### src/rtl/alarm_pkg.sv
// Shared types and constants for the alarm controller, display and passcode blocks.
package alarm_pkg;

  typedef enum logic [1:0] {
    STATE_IDLE    = 2'd0,
    STATE_SET     = 2'd1,
    STATE_TRIGGER = 2'd2,
    STATE_ALERT   = 2'd3
  } fsm_state_t;

  // Passcode checker progress encoding.
  localparam logic [2:0] sIdle     = 3'd0;
  localparam logic [2:0] sDig1Corr = 3'd1;
  localparam logic [2:0] sDig2Corr = 3'd2;
  localparam logic [2:0] sDig3Corr = 3'd3;
  localparam logic [2:0] sDig4Corr = 3'd4;

endpackage

### src/rtl/second_tick_gen.sv
// One-second prescaler: tick is high on the last cycle of each CLK_HZ-cycle period.
module second_tick_gen #(
  parameter int CLK_HZ = 50000000
) (
  input  logic clock,
  input  logic reset,
  input  logic enable,
  input  logic clear,
  output logic tick
);

  localparam int CW = (CLK_HZ > 1) ? $clog2(CLK_HZ) : 1;
  localparam logic [CW-1:0] LAST = CW'(CLK_HZ - 1);

  logic [CW-1:0] cnt;

  assign tick = enable && (cnt == LAST);

  // Counter runs only while enabled; otherwise held at zero so each enable starts a full period.
  always_ff @(posedge clock) begin
    if (!reset || clear || !enable) cnt <= '0;
    else if (tick)                  cnt <= '0;
    else                            cnt <= cnt + CW'(1);
  end

endmodule

### src/rtl/alarm_controller.sv
// Alarm state machine with entry-delay countdown driving the display stage.
module alarm_controller
  import alarm_pkg::*;
#(
  parameter int CLK_HZ        = 50000000,
  parameter int ENTRY_DELAY_S = 30
) (
  input  logic       clock,
  input  logic       reset,
  input  logic       arm_req,
  input  logic       sensor_trip,
  input  logic [2:0] passcode_state,
  output fsm_state_t system_state,
  output logic [7:0] timer,
  output logic       siren
);

  // Display only has two decimal digits.
  if (ENTRY_DELAY_S < 1 || ENTRY_DELAY_S > 99) begin : g_bad_delay
    $error("ENTRY_DELAY_S must be within 1..99");
  end

  localparam logic [7:0] DELAY = 8'(ENTRY_DELAY_S);

  logic [2:0] pc_q;
  logic       disarm;
  logic       tick;
  logic       run;

  // Only the arrival at the final digit disarms; a held code cannot disarm again.
  assign disarm = (passcode_state == sDig4Corr) && (pc_q != sDig4Corr);
  assign run    = (system_state == STATE_TRIGGER);

  second_tick_gen #(.CLK_HZ(CLK_HZ)) u_tick (
    .clock  (clock),
    .reset  (reset),
    .enable (run),
    .clear  (disarm),
    .tick   (tick)
  );

  // State, countdown and siren; disarm outranks tick, tick outranks sensor and arm.
  always_ff @(posedge clock) begin
    if (!reset) begin
      system_state <= STATE_IDLE;
      timer        <= '0;
      siren        <= 1'b0;
      pc_q         <= sIdle;
    end else begin
      pc_q <= passcode_state;
      case (system_state)
        STATE_IDLE: begin
          timer <= '0;
          siren <= 1'b0;
          if (arm_req) system_state <= STATE_SET;
        end
        STATE_SET: begin
          if (disarm) begin
            system_state <= STATE_IDLE;
          end else if (sensor_trip) begin
            system_state <= STATE_TRIGGER;
            timer        <= DELAY;
          end
        end
        STATE_TRIGGER: begin
          if (disarm) begin
            system_state <= STATE_IDLE;
            timer        <= '0;
          end else if (tick) begin
            if (timer > 8'd1) begin
              timer <= timer - 8'd1;
            end else begin
              timer        <= '0;
              system_state <= STATE_ALERT;
              siren        <= 1'b1;
            end
          end
        end
        STATE_ALERT: begin
          timer <= '0;
          siren <= 1'b1;
          if (disarm) begin
            system_state <= STATE_IDLE;
            siren        <= 1'b0;
          end
        end
        default: begin
          system_state <= STATE_IDLE;
          timer        <= '0;
          siren        <= 1'b0;
        end
      endcase
    end
  end

endmodule

### config.mk
export PLATFORM = sky130hd
export DESIGN_NAME = alarm_controller
export DESIGN_NICKNAME = d
export VERILOG_FILES = /design/src/rtl/alarm_pkg.sv /design/src/rtl/second_tick_gen.sv /design/src/rtl/alarm_controller.sv
export SDC_FILE = /design/constraint.sdc
export NUM_CORES = 1
export LEC_CHECK = 0
export CAP_MARGIN = 40
export CORE_MARGIN = 5
export CORE_UTILIZATION = 49
export DETAILED_ROUTE_END_ITERATION = 12
export GPL_ROUTABILITY_DRIVEN = 0
export GPL_TIMING_DRIVEN = 0
export PLACE_DENSITY = 0.69
export SLEW_MARGIN = 20
export SYNTH_ARGS = -nofsm -noshare
export SYNTH_HDL_FRONTEND = slang
export SYNTH_SLANG_ARGS = --single-unit
### constraint.sdc
create_clock -name clock -period 2.75 [get_ports clock]
set_input_delay 0.4125 -clock clock [delete_from_list [all_inputs] [get_ports clock]]
set_output_delay 0.4125 -clock clock [all_outputs]
set_load 0.005 [all_outputs]
==> metrics.md <==
| Metric | Value |
|---|---|
| Post-synth net total | `256` |
| Antenna diodes | `0` |
| Share of cells above drive strength 1 | `0.08712` |
| Post-CTS Setup Bufs | `0` |
| Core area | `4058 µm²` |
| DRC violation count after routing | `0` |
| FF-to-FF setup slack | `0.61 ns` |
| Critical-path cell list | `clkdlybuf4s50_1 -> or3b_2 -> o21ai_0 -> buf_2 -> or3b_2 -> o211a_1` |
| Crit-path max cell delay | `0.49 ns` |
| Drt via density | `5.455` |
| CTS Sinks | `40` |
| Routed wire length | `4225 µm` |
| P_leak | `0.8213 nW` |
| Synth Instances | `240` |
| WHS | `0.4847 ns` |
| Worst endpoint required time | `2.93 ns` |
| Die area | `5647 µm²` |
| Global route overflow | `0` |
| Syn_area_per_cell | `8.665 µm²` |
| 1st-iter DRT viols | `123` |
| Seq/Total Area, Yosys | `0.3851` |
| Relative slew margins | `0.6122` |
| Unique masters post-synth | `42` |
| Switching share of power | `0.2887` |
| CTS max path bufs | `2` |
| Die Wd | `75.15 µm` |
| Hold Crit Class | `reg2reg` |
| Peak supply drop | `345.8 µV` |
| Pwr/cell area | `606.7 nW/µm²` |
| Hold violation count in the final report | `0` |
| CP max FO | `10` |
| Vias | `1713` |
| Nets | `279` |
| Crit-path most repeated cell | `or3b_2` |
| Final setup fails | `0` |
| Die Height | `75.15 µm` |
| Skew-Pair Late Insertion Delay | `0.29 ns` |
| Slowest cell on crit path | `or3b_2` |
| Avg WL per Cell | `13.46 µm` |
| Site Rows | `23` |
| Crit. End Element | `flip-flop` |
| Initial DRT Pass Iterations | `4` |
| Largest net degree at the start of global routing | `13` |
| RSZ-0062 raised after global routing | `false` |
| CP top delay family | `simple AND/OR/NAND/NOR gates` |
| Max Clock Skew | `0.006325 ns` |
| Num CTS Buffers | `5` |
| First-pass GRT wire length | `7362 µm` |
| P_int | `0.001040 W` |
| CP Class | `in2reg` |
| I/O pin count | `18` |
| Flops & latches, synth | `40` |
| Initial Utilization | `0.5125` |
| CTS Hold Bufs | `0` |
| Clock share of power | `0.322` |
| Dpl ws | `0.07380 ns` |
| Buffers and inverters on the worst path | `2` |
| Root buffer cell | `clkbuf_8` |
| Synthesized area | `2079 µm²` |
| TritonCTS clock tree | `built` |
| Port Buf Inserts | `16` |
| H-tree depth | `2` |
| Net Sw Power | `0.0004221 W` |
| GRT Total Usage | `0.1689` |
| Slew @ Worst Pin | `0.5764 ns` |
| Routed Antenna Nets | `0` |
| Fin Setup TNS | `0 ns` |
| Synth warnings | `0` |
| Synthesis-to-layout area growth | `15.88%` |
| Count of pins over their slew limit | `0` |
| Initial antenna violation count | `0` |
| Vias in the first global route | `1577` |
| Final HPWL DP | `3077 µm` |
| Comb power frac | `0.238` |
| Crit path launch type | `input port` |
| Crit share post-route | `0.8642` |
| Fmax | `0.4208 GHz` |
| Cts repair resizes | `0` |
| Worst Setup Slack, final | `0.3735 ns` |
| Worst-path clk slew | `0.07 ns` |
| Outcome | `finished clean` |
| Sequential power share | `0.440` |
| Max-cap violation count | `0` |
| Fin crit period | `2.376 ns` |
| WP data arrival | `2.56 ns` |
==> cell families (layout without fill, tap and decap cells) <==
kind of cell,Yosys count,in the layout,synth area share
compound gates,27,27,0.08965
xor+xnor,23,23,0.09687
fa+ha+maj,9,9,0.05415
buf+inv,16,40,0.03249
flops,40,40,0.3851
mux,1,1,0.004814
simple gates,124,124,0.3370
==> layer usage <==
| metal | track usage | up-vias | routed length (µm) | part of all wire |
|---|---|---|---|---|
| met5 | 0 | - | 0 | 0 |
| met4 | 0.05243 | 0 | 55 | 0.013 |
| met3 | 0.04272 | 6 | 157 | 0.037 |
| met2 | 0.2418 | 27 | 1674 | 0.40 |
| met1 | 0.2482 | 770 | 2338 | 0.55 |
| li1 | - | 910 | - | - |
==> state kept, by name, indices dropped and copies added, names as in the netlist <==
register / cells
timer: 8
pc_q: 3
u_tick.cnt: 26
system_state: 2
siren: 1
==> power by group through the flow <==
stage	sequential (W)	combinational [W]	clock, W
after floorplan	0.000653	0.000236	0
after global placement	0.000657	0.000342	0
after detailed placement	0.000656	0.000346	0
after CTS	0.000643	0.000348	0.000485
after global routing	0.000648	0.000380	0.000510
final	0.000643	0.000348	0.000470
==> synthesized netlist by cell type (all sizes together) <==
cell type | number | area share
and3 | 6 | 0.018
nor4 | 13 | 0.054
buf | 4 | 0.011
or3b | 3 | 0.013
and4 | 1 | 0.0042
or3 | 2 | 0.0060
o311a | 1 | 0.0048
o211a | 1 | 0.0048
nand4 | 8 | 0.024
o22ai | 5 | 0.015
or2 | 2 | 0.0060
nor4b | 1 | 0.0042
dfxtp | 40 | 0.39
o21ai | 7 | 0.017
a211oi | 4 | 0.014
o311ai | 2 | 0.012
nor3 | 12 | 0.034
inv | 9 | 0.016
or4 | 6 | 0.022
nand4b | 1 | 0.0042
nand2b | 1 | 0.0030
a31oi | 1 | 0.0030
xnor2 | 10 | 0.042
xor2 | 13 | 0.055
nor3b | 1 | 0.0036
ha | 9 | 0.054
clkbuf | 3 | 0.0054
nand2 | 16 | 0.029
o31ai | 2 | 0.0072
and2 | 4 | 0.012
nor2 | 32 | 0.058
a21oi | 3 | 0.0072
a31o | 1 | 0.0042
or4b | 1 | 0.0066
mux2i | 1 | 0.0048
nand3 | 14 | 0.036
==> final timing paths <==
kind              depth (start not counted)                            to                      from
hold reg to reg                           1      u_tick.cnt[0]$_SDFF_PP0_  u_tick.cnt[0]$_SDFF_PP0_
hold / removal                            1      u_tick.cnt[0]$_SDFF_PP0_  u_tick.cnt[0]$_SDFF_PP0_
setup / recovery                          6  system_state[0]$_SDFFE_PN0P_         passcode_state[2]
setup reg to reg                          5         timer[4]$_SDFFE_PN0P_     timer[4]$_SDFFE_PN0P_
==> cells in the final DEF, fill, tap and decap left out, types with 5 or more instances in the layout <==
cell type        netlist  final
nor3_1                11     11
dfxtp_1               40     40
o21ai_0                6      6
inv_1                  9      9
clkbuf_8               0      5
nand4_1                8      8
ha_1                   9      9
nor4_1                11     11
clkdlybuf4s50_1        0     16
o22ai_1                5      5
nor2_1                32     32
xnor2_1               10     10
nand2_1               16     16
or4_1                  6      6
xor2_1                13     13
and3_1                 6      6
nand3_1               13     13
==> through the flow <==
step | std cells | power, W | util | instance area [µm²]
finish | 314 | 0.001462 | 0.5939 | 2410
global placement | 306 | 0.0009993 | 0.5674 | 2302
detailed placement | 306 | 0.001002 | 0.5674 | 2302
floorplan | 240 | 0.0008889 | - | 2079
CTS | 314 | 0.001476 | 0.5939 | 2410
global route | 314 | 0.001539 | 0.5939 | 2410
==> area by class of cell <==
type | instances | area [µm²]
well taps | 50 | 62.56
flip-flops and latches | 40 | 800.8
repair buffers | 16 | 160.2
multi-input cells | 184 | 1211
fillers | 386 | 1648
clock buffers | 6 | 72.57
plain buffers | 7 | 33.78
clock inverters | 2 | 35.03
inverters | 9 | 33.78
Power figures use the tool's default switching activity.
